[src/rtl/adbg_pkg.sv]
// Shared constants and types for the debug-unit top-level module select chain.
package adbg_pkg;

  // Largest number of debug modules the top-level chain can address.
  localparam int unsigned DBG_TOP_MAX_MODULES = 16;

  // Well-known module IDs on the top-level chain.
  localparam int unsigned DBG_TOP_BUSIF_DEBUG_MODULE    = 0;
  localparam int unsigned DBG_TOP_CPU_DEBUG_MODULE      = 1;
  localparam int unsigned DBG_TOP_JSP_DEBUG_MODULE      = 2;
  localparam int unsigned DBG_TOP_RESERVED_DEBUG_MODULE = 3;

  // Scan state of the select chain.
  typedef enum logic [1:0] {
    StIdle,
    StCaptured,
    StShifting
  } sel_state_e;

endpackage

[src/rtl/adbg_module_select.sv]
// Top-level debug module select: decodes a select command scanned in through the DEBUG
// data register, keeps the one-hot module selection and routes the selected module's
// serial output (or a status word) to tdo_o.
module adbg_module_select
  import adbg_pkg::*;
#(
  parameter int unsigned              NUM_MODULES      = 4,
  parameter int unsigned              MODULE_ID_LENGTH = $clog2(NUM_MODULES),
  parameter logic [NUM_MODULES-1:0]   MODULE_ENABLE    = '1
) (
  input  logic                        tck_i,
  input  logic                        tlr_i,
  input  logic                        debug_select_i,
  input  logic                        capture_dr_i,
  input  logic                        shift_dr_i,
  input  logic                        update_dr_i,
  input  logic                        tdi_i,
  output logic                        tdo_o,
  input  logic [NUM_MODULES-1:0]      module_tdo_i,
  output logic [NUM_MODULES-1:0]      module_select_o,
  output logic [MODULE_ID_LENGTH-1:0] module_id_o,
  output logic                        select_error_o
);

  // Command is a select flag (MSB) followed by the module ID.
  localparam int unsigned CmdW = 1 + MODULE_ID_LENGTH;
  localparam int unsigned CntW = $clog2(CmdW + 1);
  localparam logic [CntW-1:0] CntFull = CntW'(CmdW);

  sel_state_e                  state_q;
  logic [CmdW-1:0]             cmd_q;
  logic [CmdW-1:0]             status_q;
  logic [CntW-1:0]             cnt_q;
  logic [NUM_MODULES-1:0]      sel_q;
  logic [MODULE_ID_LENGTH-1:0] id_q;
  logic                        err_q;

  // Strobes qualified by the DEBUG instruction, highest priority first.
  logic upd_s, cap_s, sh_s;
  assign upd_s = debug_select_i & update_dr_i;
  assign cap_s = debug_select_i & capture_dr_i & ~update_dr_i;
  assign sh_s  = debug_select_i & shift_dr_i & ~capture_dr_i & ~update_dr_i;

  logic [MODULE_ID_LENGTH-1:0] cmd_id;
  logic                        id_valid;
  logic [NUM_MODULES-1:0]      id_onehot;
  logic                        cmd_complete;

  assign cmd_id       = cmd_q[MODULE_ID_LENGTH-1:0];
  assign cmd_complete = (state_q != StIdle) && (cnt_q == CntFull);

  // Decode the scanned ID against the implemented and enabled modules.
  always_comb begin
    id_valid = 1'b0;
    for (int unsigned i = 0; i < NUM_MODULES; i++) begin
      if (cmd_id == MODULE_ID_LENGTH'(i) && MODULE_ENABLE[i]) begin
        id_valid = 1'b1;
      end
    end
    id_onehot = id_valid ? (NUM_MODULES'(1) << cmd_id) : '0;
  end

  // Scan FSM with registered selection outputs.
  always_ff @(posedge tck_i) begin
    if (tlr_i) begin
      state_q  <= StIdle;
      cmd_q    <= '0;
      status_q <= '0;
      cnt_q    <= '0;
      sel_q    <= '0;
      id_q     <= '0;
      err_q    <= 1'b0;
    end else if (upd_s) begin
      // A short scan or an update without capture is dropped; MSB=0 targets a module.
      if (cmd_complete && cmd_q[CmdW-1]) begin
        if (id_valid) begin
          sel_q <= id_onehot;
          id_q  <= cmd_id;
          err_q <= 1'b0;
        end else begin
          sel_q <= '0;
          err_q <= 1'b1;
        end
      end
      state_q <= StIdle;
    end else if (cap_s) begin
      state_q  <= StCaptured;
      cmd_q    <= '0;
      cnt_q    <= '0;
      status_q <= {err_q, id_q};
    end else if (sh_s && state_q != StIdle) begin
      state_q  <= StShifting;
      cmd_q    <= {tdi_i, cmd_q[CmdW-1:1]};
      status_q <= {1'b0, status_q[CmdW-1:1]};
      if (cnt_q != CntFull) begin
        cnt_q <= cnt_q + CntW'(1);
      end
    end
  end

  // Selected module drives tdo; otherwise the status word is shifted out.
  always_comb begin
    tdo_o = status_q[0];
    if (|sel_q) begin
      tdo_o = module_tdo_i[id_q];
    end
  end

  assign module_select_o = sel_q;
  assign module_id_o     = id_q;
  assign select_error_o  = err_q;

endmodule

[config.mk]
export PLATFORM = sky130hd
export DESIGN_NAME = adbg_module_select
export DESIGN_NICKNAME = d
export VERILOG_FILES = /design/src/rtl/adbg_pkg.sv /design/src/rtl/adbg_module_select.sv
export SDC_FILE = /design/constraint.sdc
export NUM_CORES = 1
export LEC_CHECK = 0
export ABC_CLOCK_PERIOD_IN_PS = 1600
export CORE_MARGIN = 2
export CORE_UTILIZATION = 47
export CTS_CLUSTER_SIZE = 24
export DETAILED_ROUTE_END_ITERATION = 7
export GPL_TIMING_DRIVEN = 0
export PLACE_DENSITY = 0.73
export SLEW_MARGIN = 20
export SYNTH_ARGS = -nofsm -noshare
export SYNTH_HDL_FRONTEND = slang
export SYNTH_SLANG_ARGS = --single-unit
[constraint.sdc]
create_clock -name tck_i -period 1.6 [get_ports tck_i]
set_clock_uncertainty 0.05 [all_clocks]
set_input_delay 0.24 -clock tck_i [delete_from_list [all_inputs] [get_ports tck_i]]
set_output_delay 0.24 -clock tck_i [all_outputs]
set_load 0.02 [all_outputs]
==> reports/metrics.yaml, run 1 <==
postCtsHoldBufs: 0
crit_required_ps: 1310
crit_path_start_kind: "flop"
routed_wl_um: 1840
setup.worst_path.class: "flop to output port"
dieWidth_um: 45.3
number_of_vias_per_cell_after_detailed_routing: 6.20
layout_commonest_cell: "sky130_fd_sc_hd__dfxtp_1"
cp_cell_sequence: "or4_4, nand2_2, o21ai_2, buf_4"
globalRoute.totalOverflow: 0
tritoncts: "done"
syn_area_um2: 802
yosys_warnings: 0
finish.net_count: 124
place_worst_setup_slack_ps: -463
num_vias: 787
grt.total_usage: 0.207
antenna_violating_nets_post_route: 0
route.detailed.wl_per_inst_um: 14.5
grt_pass1_wl_um: 2950
critical-path-max-stage-delay_ps: 550
antenna_found_initial: 0
finalNonFillerCells: 127
cpMaxStageDelayCell: "sky130_fd_sc_hd__or4_4"
coreArea_um2: 1560
synth_fp_nets: 101
max_cap_viols: 0
cellLeakagePower_nw: 0.419
antennaDiodeCount: 0
port_buffers: 16
cts_htree_levels: 1
cts.root.buffer_cell: "sky130_fd_sc_hd__clkbuf_4"
synthToLayoutAreaGrowth_pct: 30.4
cts.sinks: 17
drt_first_iter_violations: 18
yosys_register_bits: 17
rr_worst_depth: 4
crit_buf_inv: 1
unique_cell_type_count_in_the_yosys_netlist: 29
die_area_um2: 2050
drt-pass1-iter-count: 4
clkTransAtPathRegs_ps: 100
numPlacedInstances: 121
hold-path-cell-count: 2
areal_power_density_over_the_cells_nw_per_um2: 703
hold_path_end: "status_q[0]$_SDFFE_PP0P_"
grt_max_degree: 11
final_core_utilization: 0.671
floorplan.io_pins: 19
cp_top_delay_family: "simple AND/OR/NAND/NOR gates"
max_clock_freq_ghz: 0.573
gp_congestion: 0.800
worstReg2RegEnd: "module_select_o[0]$_SDFFE_PP0P_"
reg2reg_from: "cnt_q[1]$_SDFFE_PP0P_"
power.ir.vdd_worst_mv: 0.446
failed_checks: "negative setup slack"
clkLatencyLatePin_ps: 290
hold_class: "primary input to flop"
detailed_place_hpwl_um: 1310
timing.final.hold_violations: 0
final_layout_size_suffix_gt1_frac: 0.153
grt_setup_unrepaired: "yes"
min-delay-start: "tlr_i"
cp.arrival_ps: 1450
first_global_vias: 683
final.hold.worst_slack_ps: 301
worst_slew_margin_rel: 0.692
layout_common_cells: "14 x sky130_fd_sc_hd__dfxtp_1, 10 x sky130_fd_sc_hd__clkdlybuf4s50_1, 8 x sky130_fd_sc_hd__o21ai_0, 8 x sky130_fd_sc_hd__a21oi_1"
run_status: "finished with violations"
crit_start: "module_select_o[0]$_SDFFE_PP0P_"
initial_core_util: 0.514
finalWorstPathRequiredPeriod_ps: 1740
min_period_over_period: 1.09
synth_sequential_area_ratio: 0.424
worst-slew-pin-transition_ps: 460
fin_ws_ps: -144
clock_path_buffers: 2
critical_path.endpoint_type: "output port"
fin_tns_setup_ps: -144
syn-mean-instance-area_um2: 9.01
ff_to_ff_setup_slack_ps: 150
timing.final.setup_violations: 1
post_synth_inst_count: 89
die_h_um: 45.3
drc_violation_count_after_routing: 0
final_slew_violations: 0
path_max_fanout: 3
placement_rows: 14
cts_made_buffers: 3
[how the worst max path moves through the flow]
| stage | endpoint | slack (ps) | cells past startpoint |
|---|---|---|---|
| 5_1_grt | tdo_o | -200 | 3 |
| 2_1_floorplan | tdo_o | 60 | 2 |
| 6_report | tdo_o | -140 | 4 |
| 3_3_place_gp | tdo_o | -440 | 5 |
| 4_1_cts | tdo_o | -130 | 4 |
| 3_5_place_dp | tdo_o | -460 | 5 |
[flip-flops by register name, indices dropped and copies added, names as in the netlist]
signal	count
module_select_o	4
cmd_q	3
status_q	3
cnt_q	2
module_id_o	2
state_q	2
select_error_o	1
[cell families after synthesis]
| logic type | Yosys count | share of synthesized area |
|---|---|---|
| AOI/OAI and AO/OA | 34 | 0.264 |
| adders and majority gates | 1 | 0.0156 |
| buffers and inverters | 8 | 0.0374 |
| DFF | 17 | 0.424 |
| muxes | 3 | 0.0562 |
| and+or+nand+nor | 26 | 0.203 |
[per-layer routing]
layer  global-route usage  wire, um
met1                0.266       832
met2                0.320       862
met3               0.0480       118
met4                0.112        23
met5                    0         0
[worst reg2reg max path, stage by stage (launching register included)]
cell and delay (ps):
sky130_fd_sc_hd__dfxtp_1 370, sky130_fd_sc_hd__ha_2 230, sky130_fd_sc_hd__nand4_1 140, sky130_fd_sc_hd__or4_1 440, sky130_fd_sc_hd__a21oi_1 150
[cells in the mapped netlist, drive strengths merged]
library cell / n / area share
or4b: 1 / 0.012
o21a: 2 / 0.019
a31oi: 2 / 0.016
nand2b: 5 / 0.039
and4: 1 / 0.011
or4: 3 / 0.028
o21ai: 10 / 0.062
dfxtp: 17 / 0.42
clkbuf: 3 / 0.014
a211oi: 4 / 0.037
o22ai: 1 / 0.0078
inv: 5 / 0.023
a21oi: 8 / 0.050
nor3b: 1 / 0.016
ha: 1 / 0.016
mux2: 2 / 0.028
a41oi: 1 / 0.011
o211ai: 2 / 0.019
nand4: 3 / 0.023
nand3: 2 / 0.012
nor2: 2 / 0.0094
nand2: 4 / 0.019
nor3: 1 / 0.0062
a22oi: 1 / 0.0094
o32ai: 3 / 0.033
mux4: 1 / 0.028
nand4b: 1 / 0.011
nor2b: 1 / 0.0078
or2: 1 / 0.0078
[stage by stage]
step	total power, mW	cell area [um2]
floorplan	0.477	802
detailed placement	0.513	982
global placement	0.511	982
global route	0.778	1050
finish	0.736	1050
CTS	0.737	1030
[report_power, final]
group	switching, mW	total (mW)	internal [mW]
combinational	0.0382	0.0743	0.0361
sequential	0.00265	0.430	0.427
clock	0.135	0.232	0.0970
[what timing repair did]
action / 4_1_cts / 5_1_grt
endpoints found under the setup margin: 4 / 9
pin swaps: 1 / 0
resized for setup: 9 / 9
setup buffers: 2 / 0
endpoints found under the hold margin: 0 / 0
[final cells by class]
type | count | area (um2)
fillers | 132 | 513
multi-input cells | 64 | 444
flip-flops and latches | 17 | 344
repair buffers | 18 | 181
clock buffers | 4 | 26.3
well taps | 16 | 20.0
inverters | 5 | 18.8
plain buffers | 3 | 11.3
Note: power is estimated with default switching activity, not from simulation.
==> run 2, diff against run 1 <==
PLACE_DENSITY = 0.76   (was 0.73)
==> run 2 against run 1 <==
Net effect:
- the run still ends with negative setup slack left
- global-route usage shrank 0.51 points
- clock power barely moved
- via count decreased by 2.4%
- count of clock-buffer cells in the layout fell by 1
- largest cell class unchanged
- fmax up 0.19%
- sequential power hardly changed
- routed wire length shrank 3.8%
- combinational power increased by 3.0%
- highest routed layer unchanged
==> reports/metrics.yaml, run 2 (synthesized netlist as in run 1, its figures left out) <==
run_status: "finished with violations"
failed_checks: "negative setup slack"
routed_wl_um: 1770
fin_ws_ps: -141
areal_power_density_over_the_cells_nw_per_um2: 699
placedInstanceArea_um2: 982
antenna_found_initial: 0
power.switching_uw: 182
drc_violation_count_after_routing: 0
power.ir.vdd_worst_mv: 0.433
largest_register_ff_count: 4
number_of_vias_per_cell_after_detailed_routing: 6.10
antennaDiodeCount: 0
placement_rows: 14
path_max_fanout: 3
worst-slew-pin-transition_ps: 448
grt_pass1_wl_um: 2970
tritoncts: "done"
synthToLayoutAreaGrowth_pct: 32.0
clkLatencyLatePin_ps: 290
cts_htree_levels: 1
num_vias: 768
p_int_uw: 558
layout_common_cells: "15 x sky130_fd_sc_hd__dfxtp_1, 10 x sky130_fd_sc_hd__clkdlybuf4s50_1, 8 x sky130_fd_sc_hd__o21ai_0, 8 x sky130_fd_sc_hd__a21oi_1"
max_cap_viols: 0
final_non_filler_cell_area_um2: 1060
hold_class: "primary input to flop"
grt_max_degree: 11
cts_made_buffers: 3
crit_path_start_kind: "flop"
pwr-share-clk: 0.316
final_slew_violations: 0
grt.total_usage: 0.202
initial_core_util: 0.514
die_h_um: 45.3
dieWidth_um: 45.3
hold-path-cell-count: 2
clkTransAtPathRegs_ps: 100
finalNonFillerCells: 126
min_period_over_period: 1.09
clock_path_buffers: 2
gp_congestion: 0.820
floorplan.io_pins: 19
first_global_vias: 673
final_layout_size_suffix_gt1_frac: 0.145
coreArea_um2: 1560
postCtsHoldBufs: 0
max_clock_freq_ghz: 0.574
cts.root.buffer_cell: "sky130_fd_sc_hd__clkbuf_4"
drt-pass1-iter-count: 4
total_power_uw: 740
drt_first_iter_violations: 16
antenna_violating_nets_post_route: 0
port_buffers: 16
crit_required_ps: 1310
die_area_um2: 2050
route.detailed.wl_per_inst_um: 14.0
detailed_place_hpwl_um: 1320
worst_slew_margin_rel: 0.701
share_seq_of_total_power: 0.581
setup.worst_path.class: "flop to output port"
layout_commonest_cell: "sky130_fd_sc_hd__dfxtp_1"
critical_path.endpoint_type: "output port"
timing.final.setup_violations: 1
cellLeakagePower_nw: 0.419
rr_worst_depth: 4
power.share.switching: 0.246
finish.net_count: 123
globalRoute.totalOverflow: 0
cts.sinks: 17
timing.final.hold_violations: 0
share_comb_of_total_power: 0.103
grt_setup_unrepaired: "yes"
finalWorstPathRequiredPeriod_ps: 1740
cp.arrival_ps: 1450
fin_tns_setup_ps: -141
numPlacedInstances: 121
final.hold.worst_slack_ps: 284
run 2: critical path, cell delays in order, from the launching register on:
cell	delay [ps]
sky130_fd_sc_hd__dfxtp_2	340
sky130_fd_sc_hd__or4_4	550
sky130_fd_sc_hd__o21ai_2	140
sky130_fd_sc_hd__buf_6	130
run 2: what timing repair did:
item	4_1_cts	5_1_grt
pin swaps	1	0
buffers inserted	1	0
gates resized for setup	12	8
gates cloned	0	0
setup endpoints to repair	5	9
run 2: final cells by class:
cell class	count	area [um2]
Fill cell	133	500
Buffer	3	11.3
Inverter	5	18.8
Multi-Input combinational cell	64	460
Sequential cell	17	343
Clock buffer	3	22.5
Timing Repair Buffer	17	178
Tap cell	16	20.0
Clock inverter	1	5.00
run 2: power by group through the flow:
stage / Combinational, mW / Sequential, mW / Clock (mW)
2_1_floorplan: 0.0380 / 0.439 / 0
3_3_place_gp: 0.0717 / 0.439 / 0
3_5_place_dp: 0.0735 / 0.440 / 0
4_1_cts: 0.0748 / 0.430 / 0.236
5_1_grt: 0.0838 / 0.431 / 0.255
6_report: 0.0765 / 0.430 / 0.234
run 2: per-layer routing:
metal | vias to the layer above | part of all wire | GRT usage
met5 | - | 0 | 0
met4 | 0 | 0.019 | 0.106
met3 | 4 | 0.059 | 0.0480
met2 | 22 | 0.45 | 0.303
met1 | 357 | 0.47 | 0.269
li1 | 385 | - | -
run 2: path summary, 6_finish.rpt:
kind	slack [ps]	end	startpoint
worst max-delay path	-140	tdo_o	module_select_o[0]$_SDFFE_PP0P_
worst min-delay path	280	status_q[0]$_SDFFE_PP0P_	tlr_i
worst max register to register	130	module_select_o[0]$_SDFFE_PP0P_	cnt_q[0]$_SDFFE_PP0P_
worst min register to register	420	status_q[1]$_SDFFE_PP0P_	status_q[1]$_SDFFE_PP0P_
run 2: per-stage QoR:
| step | util | setup slack, ps |
|---|---|---|
| finish | 0.679 | -141 |
| global route | 0.679 | -191 |
| CTS | 0.661 | -154 |
| detailed placement | 0.630 | -470 |
| global placement | 0.630 | -440 |
| floorplan | - | 55.4 |
==> run 3, diff against run 2 <==
ABC_AREA = 1   (was not set)
CAP_MARGIN = 20   (was not set)
SLEW_MARGIN = 0   (was 20)
==> run 3 against run 2 <==
Net effect:
- the run now ends clean
- count of clock-buffer cells in the layout stayed put
- critical path depth down 2
- routed wire length shrank 3.3%
- clock power decreased by 2%
- non-clock buffer count rose by 1
- largest cell class unchanged
==> reports/metrics.yaml, run 3 <==
run_status: "finished clean"
globalRoute.totalOverflow: 0
syn_area_um2: 810
cpMaxStageDelayCell: "sky130_fd_sc_hd__clkdlybuf4s50_1"
routed_wl_um: 1710
gp_congestion: 0.719
drt_first_iter_violations: 14
post_synth_most_frequent_cells: "22 x sky130_fd_sc_hd__nand2_1, 22 x sky130_fd_sc_hd__nor2_1, 17 x sky130_fd_sc_hd__dfxtp_1, 16 x sky130_fd_sc_hd__inv_1, 12 x sky130_fd_sc_hd__o21ai_0"
yosys-top-cells-area: "sky130_fd_sc_hd__dfxtp_1 42%, sky130_fd_sc_hd__nand2_1 10%, sky130_fd_sc_hd__nor2_1 10%, sky130_fd_sc_hd__o21ai_0 7.4%, sky130_fd_sc_hd__inv_1 7.4%"
synth_edf_count: 0
final_core_utilization: 0.668
antenna_violating_nets_post_route: 0
cts.root.buffer_cell: "sky130_fd_sc_hd__clkbuf_4"
antennaDiodeCount: 0
tritoncts: "done"
numPlacedInstances: 151
number_of_vias_per_cell_after_detailed_routing: 5.08
syn-mean-instance-area_um2: 6.92
crit_start: "module_select_o[1]$_SDFFE_PP0P_"
yosys_register_bits: 17
setup.worst_path.class: "flop to output port"
route.detailed.wl_per_inst_um: 11.0
path_max_fanout: 3
postSynth.topFlopCell: "sky130_fd_sc_hd__dfxtp_1"
post_synth_mux_area_share: 0
cp.arrival_ps: 1260
critical-path-max-stage-delay_ps: 610
asr_flop_ratio_synth: 0
worst_slew_margin_rel: 0.804
synth_simple_gate_area_share: 0.297
fin_tns_setup_ps: 0
timing.final.hold_violations: 0
drt-pass1-iter-count: 4
detailed_place_hpwl_um: 1280
crit_path_start_kind: "flop"
layout_common_cells: "22 x sky130_fd_sc_hd__nor2_1, 22 x sky130_fd_sc_hd__nand2_1, 16 x sky130_fd_sc_hd__inv_1, 16 x sky130_fd_sc_hd__dfxtp_1, 14 x sky130_fd_sc_hd__clkdlybuf4s50_1"
first_global_vias: 709
post_synth_xor_area_fraction: 0
synthToLayoutAreaGrowth_pct: 28.6
grt_setup_unrepaired: "no"
cp_cell_sequence: "clkdlybuf4s50_1"
max_clock_freq_ghz: 0.645
synth_compound_area_frac: 0.158
crit_buf_inv: 1
grt.total_usage: 0.195
final_slew_violations: 0
placedInstanceArea_um2: 1010
largest_register_ff_count: 4
clock_path_buffers: 2
critical_path.endpoint_type: "output port"
dieWidth_um: 45.5
drc_violation_count_after_routing: 0
reg2reg_from: "cnt_q[0]$_SDFFE_PP0P_"
yosysTopAreaCellShare: 0.420
crit_required_ps: 1310
antenna_found_initial: 0
timing.final.setup_violations: 0
floorplan.io_pins: 19
finalWorstPathRequiredPeriod_ps: 1550
cellLeakagePower_nw: 0.504
initial_core_util: 0.519
cts_made_buffers: 3
yosys.area.top_type: "sky130_fd_sc_hd__dfxtp_1"
synth_sequential_area_ratio: 0.420
cp_top_delay_family: "buffers and inverters"
coreArea_um2: 1560
placement_rows: 14
cts_htree_levels: 1
grt_max_degree: 11
finalNonFillerCells: 155
worst-slew-pin-transition_ps: 293
port_buffers: 18
synth_top_family_by_area: "simple AND/OR/NAND/NOR gates"
power.ir.vdd_worst_mv: 0.602
clkLatencyLatePin_ps: 290
final_non_filler_cell_area_um2: 1040
synthesized_area_fraction_occupied_by_adder_cells: 0.0155
num_vias: 787
die_h_um: 45.5
post_synth_inst_count: 117
cts.sinks: 17
die_area_um2: 2070
finish.net_count: 152
yosys_warnings: 0
min-delay-start: "select_error_o$_SDFFE_PP0P_"
synth_fp_nets: 129
hold_class: "flop to flop"
unique_cell_type_count_in_the_yosys_netlist: 20
clkTransAtPathRegs_ps: 100
min_period_over_period: 0.969
max_cap_viols: 0
final_layout_size_suffix_gt1_frac: 0.108
areal_power_density_over_the_cells_nw_per_um2: 725
grt_pass1_wl_um: 2930
==> run 3: cell count changes after synthesis, moves of 3 or more <==
cell and change:
sky130_fd_sc_hd__clkbuf_1 -3, sky130_fd_sc_hd__or4_1 -3, sky130_fd_sc_hd__nand2_1 +18, sky130_fd_sc_hd__nand2b_1 -5, sky130_fd_sc_hd__nor2_1 +20, sky130_fd_sc_hd__inv_1 +11, sky130_fd_sc_hd__a211oi_1 -4, sky130_fd_sc_hd__nand4_1 -3
==> run 3: metal layers <==
metal / GRT usage / vias to the layer above / share of wire
met5: 0 / - / 0
met4: 0.0529 / 0 / 0.0053
met3: 0.0595 / 2 / 0.042
met2: 0.330 / 16 / 0.48
met1: 0.237 / 352 / 0.47
li1: - / 417 / -
==> run 3: layout make-up <==
class	instances	area, um2
Inverter	17	65.1
Multi-Input combinational cell	80	380
Buffer	3	23.8
Tap cell	16	20.0
Fill cell	143	518
Sequential cell	17	342
Timing Repair Buffer	18	183
Clock inverter	1	5.00
Clock buffer	3	22.5
==> run 3: worst paths after layout <==
path / end / slack [ps] / cells after the start
max: module_select_o[1] / 50 / 1
min: select_error_o$_SDFFE_PP0P_ / 430 / 2
max reg2reg: module_select_o[2]$_SDFFE_PP0P_ / 320 / 7
min reg2reg: select_error_o$_SDFFE_PP0P_ / 430 / 2
==> run 3: logic make-up after synthesis <==
family	after synthesis
and+or+nand+nor	55
DFF	17
AOI/OAI and AO/OA	24
buffers and inverters	20
adders and majority gates	1
==> run 3: report_power, final <==
part	internal, mW	switching, mW	leakage, nW	total (mW)
Sequential	0.433	0.00658	0.138	0.440
Combinational	0.0425	0.0429	0.348	0.0854
Clock	0.0931	0.136	0.0177	0.229
Total	0.569	0.186	0.504	0.755
==> run 3: timing repair <==
action | CTS | global route
hold buffers | 0 | 0
gates cloned | 0 | 0
gates resized for setup | 6 | 3
setup buffers | 0 | 0
setup endpoints to repair | 2 | 3
==> run 3: through the flow <==
| stage | setup WS [ps] | hold WS (ps) | power [mW] |
|---|---|---|---|
| finish | 49.1 | 430 | 0.755 |
| CTS | 24.4 | 423 | 0.763 |
| detailed placement | -352 | 409 | 0.536 |
| floorplan | 194 | 259 | 0.495 |
| global placement | -357 | 401 | 0.533 |
| global route | 12.6 | 462 | 0.790 |
